[src/rtl/motor_drive_ctrl.sv]
// motor_drive_ctrl: ramped PWM H-bridge drive with zero-crossing dead-time on wheel reversal
module motor_drive_ctrl #(
  parameter int PWM_PERIOD   = 2500,
  parameter int CRUISE_DUTY  = 1500,
  parameter int TURN_DUTY    = 1000,
  parameter int RAMP_STEP    = 50,
  parameter int DEAD_PERIODS = 4
) (
  input  logic       clk,
  input  logic       reset,
  input  logic [3:0] direction,
  output logic       left_in1,
  output logic       left_in2,
  output logic       right_in1,
  output logic       right_in2,
  output logic       settled
);
  localparam int W  = $clog2(PWM_PERIOD + 1);
  localparam int DW = DEAD_PERIODS > 2 ? $clog2(DEAD_PERIODS) : 1;
  localparam logic [W-1:0]  LAST   = W'(PWM_PERIOD - 1);
  localparam logic [W-1:0]  CRUISE = W'(CRUISE_DUTY);
  localparam logic [W-1:0]  TURN   = W'(TURN_DUTY);
  localparam logic [W-1:0]  STEP   = W'(RAMP_STEP);
  localparam logic [DW-1:0] DLOAD  = DW'(DEAD_PERIODS - 1);

  typedef enum logic [1:0] {RUN, DECEL, DEAD} state_t;

  logic [3:0]          dir_q;
  logic [W-1:0]        cnt, tmag;
  logic [1:0][W-1:0]   duty, ramp, fall;
  logic [1:0][DW-1:0]  dcnt;
  logic [1:0]          sign, tsign, keep, ok;
  state_t              state [2];
  logic                boundary, fwd, bwd, trn, trb;

  // index 0 is the left wheel, index 1 the right wheel
  always_comb begin
    fwd = dir_q == 4'd1 || dir_q == 4'd3 || dir_q == 4'd7;
    bwd = dir_q == 4'd5;
    trn = dir_q == 4'd2;
    trb = dir_q == 4'd6;
    tmag = (fwd || bwd) ? CRUISE : (trn || trb) ? TURN : '0;
    tsign = {bwd | trn, bwd | trb};
    boundary = cnt == LAST;
    for (int i = 0; i < 2; i++) begin
      ramp[i] = tmag > duty[i] ? (tmag - duty[i] > STEP ? duty[i] + STEP : tmag)
                               : (duty[i] - tmag > STEP ? duty[i] - STEP : tmag);
      fall[i] = duty[i] > STEP ? duty[i] - STEP : '0;
      keep[i] = tsign[i] == sign[i] || tmag == '0;
      ok[i]   = state[i] == RUN && duty[i] == tmag && keep[i];
    end
  end

  // RUN and DECEL share one rule: ramp when the sign agrees, otherwise brake toward DEAD
  always_ff @(posedge clk) begin
    if (reset) begin
      dir_q <= '0;
      cnt <= '0;
      duty <= '0;
      sign <= '0;
      dcnt <= '0;
      for (int i = 0; i < 2; i++) state[i] <= RUN;
      {left_in1, left_in2, right_in1, right_in2} <= '0;
      settled <= 1'b1;
    end else begin
      dir_q <= direction;
      cnt <= boundary ? '0 : cnt + 1'b1;
      for (int i = 0; i < 2; i++) begin
        if (boundary && state[i] == DEAD) begin
          state[i] <= dcnt[i] == '0 ? RUN : DEAD;
          sign[i] <= dcnt[i] == '0 ? tsign[i] : sign[i];
          dcnt[i] <= dcnt[i] == '0 ? '0 : dcnt[i] - 1'b1;
        end else if (boundary) begin
          duty[i] <= keep[i] ? ramp[i] : fall[i];
          state[i] <= keep[i] ? RUN : (fall[i] == '0 ? DEAD : DECEL);
          dcnt[i] <= DLOAD;
        end
      end
      left_in1 <= cnt < duty[0] && !sign[0];
      left_in2 <= cnt < duty[0] && sign[0];
      right_in1 <= cnt < duty[1] && !sign[1];
      right_in2 <= cnt < duty[1] && sign[1];
      settled <= &ok;
    end
  end
endmodule

[config.mk]
export PLATFORM = sky130hd
export DESIGN_NAME = motor_drive_ctrl
export DESIGN_NICKNAME = d
export VERILOG_FILES = /design/src/rtl/motor_drive_ctrl.sv
export SDC_FILE = /design/constraint.sdc
export NUM_CORES = 1
export LEC_CHECK = 0
export ABC_AREA = 1
export BUFFER_PORTS_ARGS = -buffer_cell sky130_fd_sc_hd__clkbuf_2
export CORE_UTILIZATION = 25
export CTS_CLUSTER_SIZE = 8
export DETAILED_ROUTE_END_ITERATION = 10
export MAX_ROUTING_LAYER = met4
export SYNTH_ARGS = -nofsm -noshare
export SYNTH_HDL_FRONTEND = slang
export SYNTH_SLANG_ARGS = --single-unit
[constraint.sdc]
create_clock -name clk -period 3.9 [get_ports clk]
set_input_delay 0.78 -clock clk [delete_from_list [all_inputs] [get_ports clk]]
set_output_delay 0.78 -clock clk [all_outputs]
set_load 0.02 [all_outputs]
* Yosys cells after proc, flatten, opt, wreduce, memory -nomap -nowiden
Memories as Yosys holds them, arrays and structs flattened.
Index checks and enable logic that the tools add are counted.
** Cells by class
- Add/subtract/negate cells :: 11
- $mul :: 0
- Div/mod/pow operators :: 0
- Order comparisons :: 10
- Equal/unequal tests :: 13
- Shift operators :: 0
- Mux-type cells :: 42
- Bitwise operators :: 8
- Reduce and logical (&&, ||, !) cells :: 33
** Operators with widths (number)
- 12-bit two-way mux :: 10
- 12-bit by 6-bit > comparator with 1-bit output, second input constant :: 6
- 12-bit zero test :: 3
- 2-bit two-way mux :: 15
- 12-bit by 6-bit adder with 12-bit output, second input constant :: 2
- 12-bit by 11-bit == test with 1-bit output :: 2
- 11-bit by 12-bit > comparator with 1-bit output :: 2
- 12-bit less-than comparator :: 2
- 11-bit by 12-bit subtractor with 12-bit output :: 2
- 12-bit by 11-bit subtractor with 12-bit output :: 2
- 12-bit by 6-bit subtractor with 12-bit output, second input constant :: 2
- 1-bit two-way mux :: 15
- 12-bit by 1-bit adder with 12-bit output, second input constant :: 1
- 12-bit == test, second input constant :: 1
- 4-bit by 3-bit == test with 1-bit output, second input constant :: 3
- 11-bit two-way mux :: 1
- 1-bit logical AND :: 10
- 10-bit two-way mux :: 1
- 2-bit AND reduction :: 5
- 4-bit by 2-bit == test with 1-bit output, second input constant :: 2
- 2-bit zero test :: 4
- 1-bit logical OR :: 6
- 1-bit OR :: 6
- 2-bit == test, second input constant :: 2
- other kinds (7) :: 12
** Storage, ports and cells
- Bits in registers :: 51
- Latch bits :: 0
- Bits in writable memories :: 4
- ROM bits :: 0
- Input bits :: 6
- Output and inout port bits :: 5
- Word-level logic and storage cells :: 131
- Memories :: 1
** Memory list
- state :: depth 2, width 2, rd ports 2, clocked after memory_dff 0, wr ports 2, line 33 : state_t state [2];

* Depth between registers and ports, before layout
Gate-level depths: netlist of run 1.
- Word-level depth :: 10
- Gate-level depth with buffers :: 23
- Mapped depth without buffers :: 23

* Worst setup path after synthesis of run 1
OpenSTA, ideal clock, no wires.
- Kind :: register -> register
- Start point :: register dir_q[0]
- End point :: register duty[10] in the netlist's numbering
- Setup time :: 0.066 ns
- Arrival time :: 3.279 ns
- Data required time :: 3.834 ns
- Path slack :: 0.554 ns
- Stages on the path, launching flop included :: 21
- Path buffers :: 1
- Clock period less this slack :: 3.346 ns
- Path through :: dfxtp_1 > inv_2 > nand2_1 > nor2_1 > nor2_1 > inv_1 > ha_1 > nand2_2 > inv_1 > a21oi_2 > nand2_2 > nand2_1 > nand2_1 > nand2_1 > nand2_1 > nor2_2 > nand2_2 > buf_6 > o211ai_1 > nand3_1 > a21oi_2
** Between the ends
- Longest elaborated chain between the ends :: 10
- Elaborated cells on any way between the ends :: 25
- Those cells by class :: 2 x add/sub; 3 x order compare; 7 x eq/ne; 6 x mux; 1 x bitwise; 6 x reduce/logical
** RTL lines
- start: declaration :: line 28 : logic [3:0] dir_q;
- start signal: assignment :: line 66 : dir_q <= direction;
- 4-bit by 1-bit == test with 1-bit output / 4-bit by 2-bit == test with 1-bit output (equally long branches) :: line 38 : fwd = dir_q == 4'd1 || dir_q == 4'd3 || dir_q == 4'd7;
- 1-bit logical OR (2 in a row) :: line 38
- 1-bit logical OR :: line 42 : tmag = (fwd || bwd) ? CRUISE : (trn || trb) ? TURN : '0;
- 11-bit two-way mux :: line 42
- 12-bit by 11-bit subtractor with 12-bit output / 11-bit by 12-bit subtractor with 12-bit output (equally long branches) :: line 47, 46
- 12-bit by 6-bit > comparator with 1-bit output (on tied branches) :: line 47, 46
- 12-bit two-way mux (on tied branches) :: line 47, 46
- 12-bit two-way mux :: line 46 : ramp[i] = tmag > duty[i] ? (tmag - duty[i] > STEP ? duty[i] + STEP : tmag)
- 12-bit two-way mux (*) :: line 74 : duty[i] <= keep[i] ? ramp[i] : fall[i];
- end signal: indexed assignment :: line 74
- end: declaration :: line 30 : logic [1:0][W-1:0] duty, ramp, fall;
Mark *: on every way between the ends. The rest lies on a longest branch, timed or not.
A chain may end at the register's enable or synchronous reset.

* Worst setup path after layout of run 1
- Start point :: register dir_q[0]
- End point :: register duty[2] in the netlist's numbering
Same word-level chain as after synthesis.

==> insert_results.sql, run 1 <==
INSERT INTO impl_metrics (metric_group, metric, value, unit) VALUES
('route', 'detail_route.first_pass.iterations', '5', ''),
('clocking', 'cts_buffer_depth', '2', ''),
('clocking', 'clockRootBuffer', 'sky130_fd_sc_hd__clkbuf_16', ''),
('clocking', 'worstSkewPairLatency', '0.31', 'ns'),
('route', 'route.antenna.remaining_nets', '0', ''),
('die', 'die-width', '165.2', 'um'),
('route', 'vias', '7011', ''),
('sta', 'fin_crit', '3.412', 'ns'),
('die', 'placement_rows', '59', ''),
('grt', 'grt_remaining_overflow', '0', ''),
('clocking', 'cts_buffers', '5', ''),
('route', 'met2_length', '9757', 'um'),
('grt', 'grt_max_degree', '21', ''),
('sta', 'clock-skew-final', '0.007771', 'ns'),
('yosys', 'ys_dominant_reg_cell', 'sky130_fd_sc_hd__dfxtp_1', ''),
('power', 'fin_total_pwr', '1.623', 'mW'),
('placed_design', 'placement.io_buffers', '10', ''),
('worst_setup_path', 'cp_startpoint_kind', 'flip-flop', ''),
('placed_design', 'gp_weighted_congestion', '0.9673', ''),
('worst_setup_path', 'crit_path_max_incr_delay', '0.54', 'ns'),
('worst_setup_path', 'critical_path.endpoint_type', 'flip-flop', ''),
('worst_setup_path', 'crit_path_cell_trace', 'inv_2 -> nand2_1 -> nor2_1 -> buf_4 -> nor2_1 -> inv_1 -> ha_1 -> nand2_1 -> nor2_2 -> nand2_1 -> nand3_1 -> nand3_1 -> nor2_1 -> nand3_2 -> nand2_1 -> nand2_1 -> nand2_1 -> nand3_1 -> nand2_1 -> a21oi_1', ''),
('yosys', 'mappedNetlistArea', '6660', 'um2'),
('clocking', 'postCtsHoldBufs', '0', ''),
('sta', 'final.hold.worst_slack', '0.4840', 'ns'),
('worst_setup_path', 'cp_slowest_cell', 'sky130_fd_sc_hd__ha_1', ''),
('die', 'core_region_area', '26130', 'um2'),
('yosys', 'synthCells', '1072', ''),
('route', 'met3_length', '1297', 'um'),
('yosys', 'yosysUniqueCellTypes', '51', ''),
('placed_design', 'post-place-cells', '1400', ''),
('run_status', 'outcome', 'completed', ''),
('worst_setup_path', 'crit_top_cell', 'sky130_fd_sc_hd__nand2_1', ''),
('worst_setup_path', 'critical_path_required', '4.09', 'ns'),
('power', 'irDropWorstVdd', '219.2', 'uV'),
('layout', 'final_nets', '1151', ''),
('clocking', 'htreeDepth', '2', ''),
('sta', 'final.setup.worst_slack', '0.4875', 'ns'),
('worst_setup_path', 'path_max_fanout', '13', ''),
('route', 'routedWlPerCell', '15.27', 'um'),
('route', 'drt_wl_total', '21500', 'um'),
('sta', 'rsz0062_at_grt', 'no', ''),
('worst_setup_path', 'worst_ep_arrival_time', '3.60', 'ns'),
('yosys', 'area_share_of_fa_ha_maj_cells_after_synthesis', '13.94', '%'),
('clocking', 'cts_tree', 'done', ''),
('yosys', 'synth-edff-count', '4', ''),
('sta', 'timing.final.hold_violations', '0', ''),
('placed_design', 'placed_instance_area', '7073', 'um2'),
('yosys', 'synth-warning-count', '0', ''),
('clocking', 'clk_transition_reported_paths', '0.08', 'ns'),
('die', 'initial_utilization', '25.49', '%'),
('route', 'drc', '0', ''),
('layout', 'finalNonFillerCells', '1408', ''),
('sta', 'fin_setup_tns', '0', 'ns'),
('route', 'highest_layer', 'met4', ''),
('sta', 'report.final.setup_viol', '0', ''),
('route', 'post_drt_via_cell_ratio', '4.979', ''),
('sta', 'timing.slew.headroom', '33.63', '%'),
('yosys', 'synth_seq_cells', '55', ''),
('sta', 'final_max_slew_viol_count', '0', ''),
('yosys', 'dominant_combinational_cell_family_by_area_after_synthesis', 'simple AND/OR/NAND/NOR gates', ''),
('grt', 'grt_use_total', '16.57', '%'),
('layout', 'stdcell_area', '7232', 'um2'),
('sta', 'timing.final.crit_share', '87.50', '%'),
('grt', 'grt_pass1_wl', '34510', 'um'),
('hold_path', 'hold_path.class', 'reg -> reg', ''),
('route', 'drtIter0Drc', '620', ''),
('yosys', 'synth_simple_gate_area_share', '36.48', '%'),
('layout', 'finish.utilization', '27.67', '%'),
('yosys', 'async_flop_share', '0', '%'),
('layout', 'antenna_cells_inserted', '0', '');
-- kinds of logic after synthesis --
family,after synthesis
buffers and inverters,180
XOR/XNOR,37
flip-flops,55
adder cells (fa/ha/maj),73
AND/OR/NAND/NOR,535
AO/OA/AOI/OAI,192
-- routing by layer --
layer,GRT usage (%),up-vias
li1,-,3541
met1,21.60,3198
met2,26.68,234
met3,2.173,38
met4,4.629,0
met5,-,-
-- state kept, by name, summed over array words and instances, names as in the netlist --
register,count
right_in1,1
duty,24
state,4
dcnt,4
cnt,12
dir_q,4
left_in2,1
sign,2
left_in1,1
settled,1
right_in2,1
-- path summary, 6_finish.rpt --
path         startpoint      end  slack, ns  cells past startpoint
max            dir_q[0]  duty[2]       0.49                     20
min              cnt[0]   cnt[0]       0.48                      1
max reg2reg    dir_q[0]  duty[2]       0.49                     20
min reg2reg      cnt[0]   cnt[0]       0.48                      1
-- report_power, final --
part	leakage [nW]	internal (mW)	switching, mW
Sequential	0.453	0.576	0.00742
Clock	0.0772	0.248	0.253
Combinational	3.04	0.174	0.364
-- layout by cell type (no fill, tap or decap), types with 5 or more instances in the layout --
master / netlist / routed
sky130_fd_sc_hd__nand2_2: 15 / 15
sky130_fd_sc_hd__inv_1: 135 / 135
sky130_fd_sc_hd__nor3_1: 13 / 13
sky130_fd_sc_hd__o21bai_1: 6 / 6
sky130_fd_sc_hd__nor2_2: 14 / 14
sky130_fd_sc_hd__o21ai_1: 6 / 6
sky130_fd_sc_hd__nand4_1: 18 / 18
sky130_fd_sc_hd__nand3_1: 105 / 105
sky130_fd_sc_hd__a31oi_1: 19 / 19
sky130_fd_sc_hd__nand2_1: 256 / 256
sky130_fd_sc_hd__nand3b_1: 5 / 5
sky130_fd_sc_hd__xor2_1: 33 / 33
sky130_fd_sc_hd__clkbuf_16: 0 / 5
sky130_fd_sc_hd__nor4_1: 9 / 9
sky130_fd_sc_hd__nor2_1: 81 / 81
sky130_fd_sc_hd__o21a_1: 6 / 6
sky130_fd_sc_hd__o21ai_0: 53 / 53
sky130_fd_sc_hd__a21oi_1: 70 / 70
sky130_fd_sc_hd__o211ai_1: 8 / 8
sky130_fd_sc_hd__dfxtp_1: 51 / 51
sky130_fd_sc_hd__buf_4: 2 / 12
sky130_fd_sc_hd__a21oi_2: 7 / 7
sky130_fd_sc_hd__inv_2: 11 / 11
sky130_fd_sc_hd__ha_1: 71 / 71
sky130_fd_sc_hd__clkbuf_2: 0 / 10
-- final cells by class --
| type | count | area, um2 | share of cell area [%] |
|---|---|---|---|
| flip-flops and latches | 55 | 1141 | 15.78 |
| multi-input cells | 837 | 4805 | 66.44 |
| clock buffers | 5 | 125.1 | 1.730 |
| clock inverters | 3 | 33.78 | 0.4671 |
| inverters | 151 | 568.0 | 7.855 |
| well taps | 335 | 419.2 | 5.796 |
| repair buffers | 22 | 140.1 | 1.938 |
-- synth_stat cells, drive strengths merged (2+ instances only) --
library cell / count / area [um2]
nand2: 272 / 1066
inv: 146 / 548.0
nand3: 109 / 573.1
nor2: 99 / 436.7
a21oi: 77 / 411.7
ha: 71 / 888.4
o21ai: 59 / 295.3
dfxtp: 51 / 1021
xor2: 33 / 289.0
a31oi: 19 / 118.9
nand4: 18 / 112.6
buf: 17 / 101.3
nor3: 14 / 75.07
clkbuf: 12 / 45.04
nor4: 9 / 56.30
o211ai: 8 / 60.06
o21bai: 7 / 63.81
nand3b: 6 / 57.56
o21a: 6 / 45.04
clkinv: 5 / 20.01
a21o: 4 / 30.03
and2: 4 / 25.02
edfxtp: 4 / 120.1
xnor2: 4 / 35.03
a211o: 2 / 17.52
a41oi: 2 / 17.52
fa: 2 / 40.04
nor3b: 2 / 15.01
o31ai: 2 / 15.01
o41ai: 2 / 17.52
or2: 2 / 12.51
-- critical path, delay by kind of cell, from the launching register on --
kind | cells | cell delay, ns
adder cells (fa/ha/maj) | 1 | 0.54
buffers and inverters | 3 | 0.49
AO/OA/AOI/OAI | 1 | 0.05
AND/OR/NAND/NOR | 15 | 1.89
flip-flops | 1 | 0.33
(Power assumes the default switching activity.)
==> inputs of run 2 (changes only) <==
--- a/config.mk
+++ b/config.mk
@@ -7,6 +7,7 @@
 export LEC_CHECK = 0
 export ABC_AREA = 1
 export BUFFER_PORTS_ARGS = -buffer_cell sky130_fd_sc_hd__clkbuf_2
+export CORE_MARGIN = 3
 export CORE_UTILIZATION = 25
 export CTS_CLUSTER_SIZE = 8
 export DETAILED_ROUTE_END_ITERATION = 10
==> run 2 against run 1 <==
  * Hold slack better by 0.0015 ns
  * Global-route usage is 1.4 points lower
  * Final area hardly changed
  * Clock power hardly changed
  * Via count is 0.26% higher
  * Critical path depth is 2 lower
  * Count of clock-buffer cells in the layout stayed put
  * Power is 0.54% lower
  * First-iteration DRC count is 6.5% lower
  * Wire length is 0.67% lower
  * Critical path type unchanged
  * Largest power group unchanged
==> insert_results.sql, run 2 (same netlist as run 1, synthesis figures left out) <==
INSERT INTO impl_metrics (metric_group, metric, value, unit) VALUES
('grt', 'first_global_vias', '6519', ''),
('layout', 'largest_register', 'duty', ''),
('grt', 'grt_max_degree', '21', ''),
('clocking', 'postCtsHoldBufs', '0', ''),
('sta', 'fin_setup_tns', '0', 'ns'),
('sta', 'rsz0062_at_grt', 'no', ''),
('sta', 'worst_pin_slew', '0.9572', 'ns'),
('route', 'detail_route.first_pass.iterations', '5', ''),
('die', 'die_height', '169.2', 'um'),
('worst_setup_path', 'worst_ep_arrival_time', '3.54', 'ns'),
('placed_design', 'placed_instance_area', '7081', 'um2'),
('die', 'boundaryPins', '11', ''),
('route', 'drc', '0', ''),
('clocking', 'clockRootBuffer', 'sky130_fd_sc_hd__clkbuf_16', ''),
('route', 'drtIter0Drc', '580', ''),
('layout', 'final_nets', '1152', ''),
('route', 'routedWlPerCell', '15.15', 'um'),
('layout', 'stdcell_area', '7237', 'um2'),
('clocking', 'worstSkewPairLatency', '0.31', 'ns'),
('placed_design', 'gp_weighted_congestion', '0.9869', ''),
('flow_run', 'max-cap-violations', '0', ''),
('die', 'die-width', '169.2', 'um'),
('route', 'm1WireLength', '10150', 'um'),
('die', 'initial_utilization', '25.49', '%'),
('worst_setup_path', 'timing.critical_path.max_delay_family', 'simple AND/OR/NAND/NOR gates', ''),
('worst_setup_path', 'crit_top_cell', 'sky130_fd_sc_hd__nand2_1', ''),
('die', 'placement_rows', '59', ''),
('power', 'fin_total_pwr', '1.614', 'mW'),
('sta', 'fin_crit', '3.303', 'ns'),
('layout', 'antenna_cells_inserted', '0', ''),
('sta', 'timing.slew.headroom', '35.95', '%'),
('sta', 'report.final.setup_viol', '0', ''),
('layout', 'sequential_cell_area', '1141', 'um2'),
('die', 'core_region_area', '26130', 'um2'),
('die', 'die_footprint', '28640', 'um2'),
('clocking', 'cts_buffer_depth', '2', ''),
('worst_setup_path', 'path_max_fanout', '12', ''),
('layout', 'layout.cells.most_common_list', 'sky130_fd_sc_hd__nand2_1 (256), sky130_fd_sc_hd__inv_1 (135), sky130_fd_sc_hd__nand3_1 (105)', ''),
('worst_setup_path', 'cp_slowest_cell', 'sky130_fd_sc_hd__ha_1', ''),
('grt', 'antenna_violations_before_repair', '0', ''),
('route', 'highest_layer', 'met4', ''),
('route', 'met2_length', '9494', 'um'),
('route', 'route.antenna.remaining_nets', '0', ''),
('placed_design', 'placement.io_buffers', '10', ''),
('worst_setup_path', 'critical_path.endpoint_type', 'flip-flop', ''),
('clocking', 'cts.sink_count', '55', ''),
('layout', 'drive_gt1_share', '8.659', '%'),
('clocking', 'htreeDepth', '2', ''),
('grt', 'grt_pass1_wl', '34570', 'um'),
('sta', 'timing.final.hold_violations', '0', ''),
('route', 'post_drt_via_cell_ratio', '4.989', ''),
('sta', 'timing.final.crit_share', '84.69', '%'),
('sta', 'final.setup.worst_slack', '0.5971', 'ns'),
('clocking', 'cts_buffers', '5', ''),
('clocking', 'post_cts_setup_inserts', '0', ''),
('clocking', 'postCtsResizedCells', '0', ''),
('sta', 'clock-skew-final', '0.01278', 'ns'),
('sta', 'final_max_slew_viol_count', '0', ''),
('layout', 'top_regs', 'duty (24), cnt (12)', ''),
('clocking', 'clk_transition_reported_paths', '0.08', 'ns'),
('power', 'irDropWorstVdd', '190.7', 'uV'),
('route', 'drt_wl_total', '21350', 'um'),
('worst_setup_path', 'worstSetupPathType', 'reg -> reg', ''),
('worst_setup_path', 'cp_startpoint_kind', 'flip-flop', ''),
('sta', 'fmaxAchievable', '302.8', 'MHz'),
('grt', 'grt_remaining_overflow', '0', ''),
('layout', 'multi_input_gate_area', '4805', 'um2'),
('route', 'vias', '7029', ''),
('worst_setup_path', 'critical_path_required', '4.14', 'ns'),
('placed_design', 'hpwl', '16860', 'um'),
('worst_setup_path', 'cp_num_buf_inv', '4', ''),
('run_status', 'outcome', 'completed', ''),
('placed_design', 'dpl_worst_slack', '0.6858', 'ns'),
('worst_setup_path', 'crit_path_cell_trace', 'inv_2 -> nand2_1 -> nor2_1 -> nor2_1 -> inv_1 -> ha_1 -> inv_2 -> o21ai_1 -> nand2_1 -> nand2_1 -> nand3_1 -> a21oi_1 -> nand2_1 -> inv_1 -> nand2_1 -> nor2_1 -> o21ai_0 -> a21oi_1', ''),
('power', 'power.density', '223.1', 'nW/um2'),
('clocking', 'cts_tree', 'done', ''),
('layout', 'signed_area_change_from_the_synthesized_netlist_to_the_final_layout', '8.661', '%'),
('route', 'met3_length', '1251', 'um'),
('power', 'power_leakage', '3.581', 'nW'),
('hold_path', 'hold_path.class', 'reg -> reg', ''),
('layout', 'nFillCells', '2969', ''),
('worst_setup_path', 'crit_path_max_incr_delay', '0.48', 'ns'),
('grt', 'grt_use_total', '15.12', '%'),
('layout', 'flip_flop_count_of_the_largest_register_all_copies_and_words_added', '24', ''),
('layout', 'layout.cells.most_common', 'sky130_fd_sc_hd__nand2_1', '');
run 2: power breakdown:
| group | switching, mW | internal, mW | leakage (nW) |
|---|---|---|---|
| Clock | 0.249 | 0.250 | 0.0778 |
| Combinational | 0.361 | 0.171 | 3.05 |
| Sequential | 0.00735 | 0.576 | 0.453 |
run 2: layout make-up:
type,instances,area share [%]
clock buffers,5,1.729
clock inverters,3,0.4322
inverters,151,7.849
multi-input cells,837,66.39
flip-flops and latches,55,15.77
well taps,335,5.792
repair buffers,23,2.040
run 2: worst register-to-register path, delay by kind of cell (launching register included):
family | cells | cell delay [ns]
AO/OA/AOI/OAI | 4 | 0.60
AND/OR/NAND/NOR | 9 | 1.02
buffers and inverters | 4 | 0.79
flip-flops | 1 | 0.34
adder cells (fa/ha/maj) | 1 | 0.48
run 2: final timing paths:
kind                               start  endpoint  slack [ns]  cells after the start
worst min register to register    cnt[0]    cnt[0]        0.49                      1
worst max-delay path            dir_q[0]  duty[23]        0.60                     18
worst max register to register  dir_q[0]  duty[23]        0.60                     18
worst min-delay path              cnt[0]    cnt[0]        0.49                      1
run 2: per-stage QoR:
stage,instances,hold WS (ns),util (%)
final,1409,0.4856,27.69
after global routing,1409,0.5101,27.69
after CTS,1409,0.4902,27.69
after detailed placement,1401,0.4694,27.09
after global placement,1401,0.4630,27.09
after floorplan,1072,0.4355,-
run 2: layer usage:
layer | GRT usage (%) | vias to the layer above
met2 | 23.53 | 237
met4 | 3.805 | 0
li1 | - | 3544
met1 | 21.27 | 3214
met5 | - | -
met3 | 1.235 | 34
==> inputs of run 3 (changes only) <==
==> constraint.sdc (replaced) <==
create_clock -name clk -period 3.4 [get_ports clk]
set_input_delay 0.68 -clock clk [delete_from_list [all_inputs] [get_ports clk]]
set_output_delay 0.68 -clock clk [all_outputs]
set_load 0.02 [all_outputs]
==> run 3 against run 2 <==
  * Cell count grew 0.92%
  * Non-clock buffer count grew 14
  * Power grew 13%
  * Wire length is essentially flat
  * Sequential power grew 15%
  * Sequential cell count is the same
  * Register-to-register slack lost 0.32 ns
  * Die area is the same
  * Critical endpoint is now duty[2]
  * Largest power group unchanged
==> insert_results.sql, run 3 (same netlist as run 1, synthesis figures left out) <==
INSERT INTO impl_metrics (metric_group, metric, value, unit) VALUES
('grt', 'grt_use_total', '15.31', '%'),
('route', 'routedWlPerCell', '15.01', 'um'),
('placed_design', 'hpwl', '17100', 'um'),
('sta', 'final_max_slew_viol_count', '0', ''),
('clocking', 'post_cts_setup_inserts', '0', ''),
('run_status', 'outcome', 'completed', ''),
('worst_setup_path', 'critical_path_required', '3.60', 'ns'),
('placed_design', 'post-place-cells', '1415', ''),
('power', 'irDropWorstVdd', '191.0', 'uV'),
('layout', 'nFillCells', '2976', ''),
('sta', 'clock-skew-final', '0.01297', 'ns'),
('power', 'power.density', '249.5', 'nW/um2'),
('hold_path', 'holdCritStartpoint', 'cnt[0]', ''),
('grt', 'grt_pass1_wl', '34640', 'um'),
('worst_setup_path', 'rrSetupSlack', '0.28', 'ns'),
('layout', 'antenna_cells_inserted', '0', ''),
('sta', 'report.final.setup_viol', '0', ''),
('layout', 'signed_area_change_from_the_synthesized_netlist_to_the_final_layout', '10.03', '%'),
('hold_path', 'hold_path.class', 'reg -> reg', ''),
('sta', 'timing.final.hold_violations', '0', ''),
('clocking', 'clockRootBuffer', 'sky130_fd_sc_hd__clkbuf_16', ''),
('route', 'drt_wl_total', '21340', 'um'),
('die', 'placement_rows', '59', ''),
('sta', 'fin_crit', '3.122', 'ns'),
('die', 'die_height', '169.2', 'um'),
('sta', 'fin_setup_tns', '0', 'ns'),
('power', 'power_leakage', '3.640', 'nW'),
('layout', 'multi_input_gate_area', '4807', 'um2'),
('hold_path', 'whs_endpoint', 'cnt[0]', ''),
('worst_setup_path', 'cp_startpoint_kind', 'flip-flop', ''),
('layout', 'drive_gt1_share', '9.936', '%'),
('placed_design', 'gp_weighted_congestion', '0.9659', ''),
('die', 'die-width', '169.2', 'um'),
('route', 'route.antenna.remaining_nets', '0', ''),
('clocking', 'htreeDepth', '2', ''),
('grt', 'first_global_vias', '6538', ''),
('clocking', 'cts_buffers', '5', ''),
('layout', 'sequential_cell_area', '1141', 'um2'),
('layout', 'top_regs', 'duty (24), cnt (12)', ''),
('layout', 'largest_register', 'duty', ''),
('layout', 'finish.utilization', '28.04', '%'),
('layout', 'final_nets', '1166', ''),
('sta', 'worst_pin_slew', '0.9608', 'ns'),
('worst_setup_path', 'r2r.worst_path.cells', '21', ''),
('route', 'vias', '7042', ''),
('grt', 'grt_max_degree', '18', ''),
('clocking', 'worstSkewPairLatency', '0.31', 'ns'),
('die', 'die_footprint', '28640', 'um2'),
('worst_setup_path', 'critical_path.endpoint_type', 'flip-flop', ''),
('grt', 'grt_remaining_overflow', '0', ''),
('clocking', 'cts.sink_count', '55', ''),
('route', 'drtIter0Drc', '662', ''),
('layout', 'layout.cells.most_common', 'sky130_fd_sc_hd__nand2_1', ''),
('die', 'initial_utilization', '25.49', '%'),
('sta', 'rsz0062_at_grt', 'no', ''),
('worst_setup_path', 'crit-reg2reg-launch', 'dir_q[3]', ''),
('worst_setup_path', 'reg_to_reg_end', 'duty[2]', ''),
('sta', 'timing.final.crit_share', '91.81', '%'),
('route', 'drc', '0', ''),
('route', 'post_drt_via_cell_ratio', '4.952', ''),
('clocking', 'postCtsHoldBufs', '0', ''),
('clocking', 'cts_tree', 'done', ''),
('placed_design', 'placement.io_buffers', '10', ''),
('route', 'detail_route.first_pass.iterations', '6', ''),
('grt', 'antenna_violations_before_repair', '0', ''),
('worst_setup_path', 'worst_ep_arrival_time', '3.32', 'ns'),
('layout', 'layout.cells.most_common_list', 'sky130_fd_sc_hd__nand2_1 (256), sky130_fd_sc_hd__inv_1 (134), sky130_fd_sc_hd__nand3_1 (105)', ''),
('die', 'core_region_area', '26130', 'um2'),
('worst_setup_path', 'worstSetupPathType', 'reg -> reg', ''),
('hold_path', 'worstHoldPathCells', '1', ''),
('die', 'boundaryPins', '11', ''),
('flow_run', 'max-cap-violations', '0', ''),
('worst_setup_path', 'path_max_fanout', '13', ''),
('clocking', 'cts_buffer_depth', '2', ''),
('sta', 'timing.slew.headroom', '35.71', '%'),
('clocking', 'clk_transition_reported_paths', '0.09', 'ns'),
('layout', 'finalNonFillerCells', '1422', ''),
('sta', 'fmaxAchievable', '320.3', 'MHz'),
('layout', 'flip_flop_count_of_the_largest_register_all_copies_and_words_added', '24', '');
## run 3: layer usage
metal  share of wire (%)  global-route usage, %  vias up
li1                    -                      -     3579
met1                  47                  20.92     3179
met2                  44                  23.77      238
met3                 5.9                  1.304       46
met4                 3.1                  5.370        0
met5                   0                      -        -
## run 3: what timing repair did
| action | CTS | global route |
|---|---|---|
| hold endpoints to repair | 0 | 0 |
| gates resized for setup | 0 | 2 |
| setup endpoints to repair | 0 | 15 |
## run 3: how the worst max path moves through the flow
| stage | cells past startpoint | to | startpoint |
|---|---|---|---|
| 2_1_floorplan | 20 | duty[10] | dir_q[0] |
| 3_3_place_gp | 19 | duty[2] | dir_q[0] |
| 3_5_place_dp | 21 | duty[2] | dir_q[0] |
| 4_1_cts | 21 | duty[2] | dir_q[0] |
| 5_1_grt | 19 | duty[2] | dir_q[3] |
| 6_report | 21 | duty[2] | dir_q[3] |
## run 3: power breakdown
group / total, mW / internal (mW) / switching, mW
Clock: 0.544 / 0.274 / 0.270
Sequential: 0.670 / 0.661 / 0.00878
Combinational: 0.615 / 0.203 / 0.412
Total: 1.83 / 1.14 / 0.691
## run 3: area by class of cell
type | instances | area share, %
Clock buffer | 5 | 1.707
Clock inverter | 2 | 0.2049
Tap cell | 335 | 5.720
Multi-Input combinational cell | 837 | 65.60
Sequential cell | 55 | 15.57
Inverter | 151 | 7.751
Timing Repair Buffer | 37 | 3.449
## run 3: per-stage QoR
stage               hold slack, ns  setup WS [ns]  power (mW)  area (um2)
finish                      0.5046         0.2783       1.829        7328
global placement            0.4776         0.2712       1.291        7186
floorplan                   0.4355        0.05438       1.151        6660
detailed placement          0.4934         0.2416       1.290        7186
global route                0.5211       0.002316       1.937        7328
CTS                         0.5077         0.2426       1.836        7326
## run 3: critical path, cell delays in order (launching register included)
cell and delay (ns):
sky130_fd_sc_hd__dfxtp_1 0.42, sky130_fd_sc_hd__nor2_4 0.08, sky130_fd_sc_hd__buf_4 0.19, sky130_fd_sc_hd__ha_1 0.19
sky130_fd_sc_hd__inv_1 0.16, sky130_fd_sc_hd__fa_1 0.44, sky130_fd_sc_hd__inv_1 0.06, sky130_fd_sc_hd__nand2_1 0.04
sky130_fd_sc_hd__nor2_1 0.12, sky130_fd_sc_hd__nor2_1 0.05, sky130_fd_sc_hd__nand3_1 0.09, sky130_fd_sc_hd__nand2_1 0.05
sky130_fd_sc_hd__inv_1 0.04, sky130_fd_sc_hd__nand2_1 0.07, sky130_fd_sc_hd__nor2_2 0.16, sky130_fd_sc_hd__nand3_2 0.29
sky130_fd_sc_hd__nand2_1 0.22, sky130_fd_sc_hd__nand2_1 0.07, sky130_fd_sc_hd__nand2_1 0.07, sky130_fd_sc_hd__nand3_1 0.06
sky130_fd_sc_hd__nand2_1 0.08, sky130_fd_sc_hd__a21oi_1 0.06
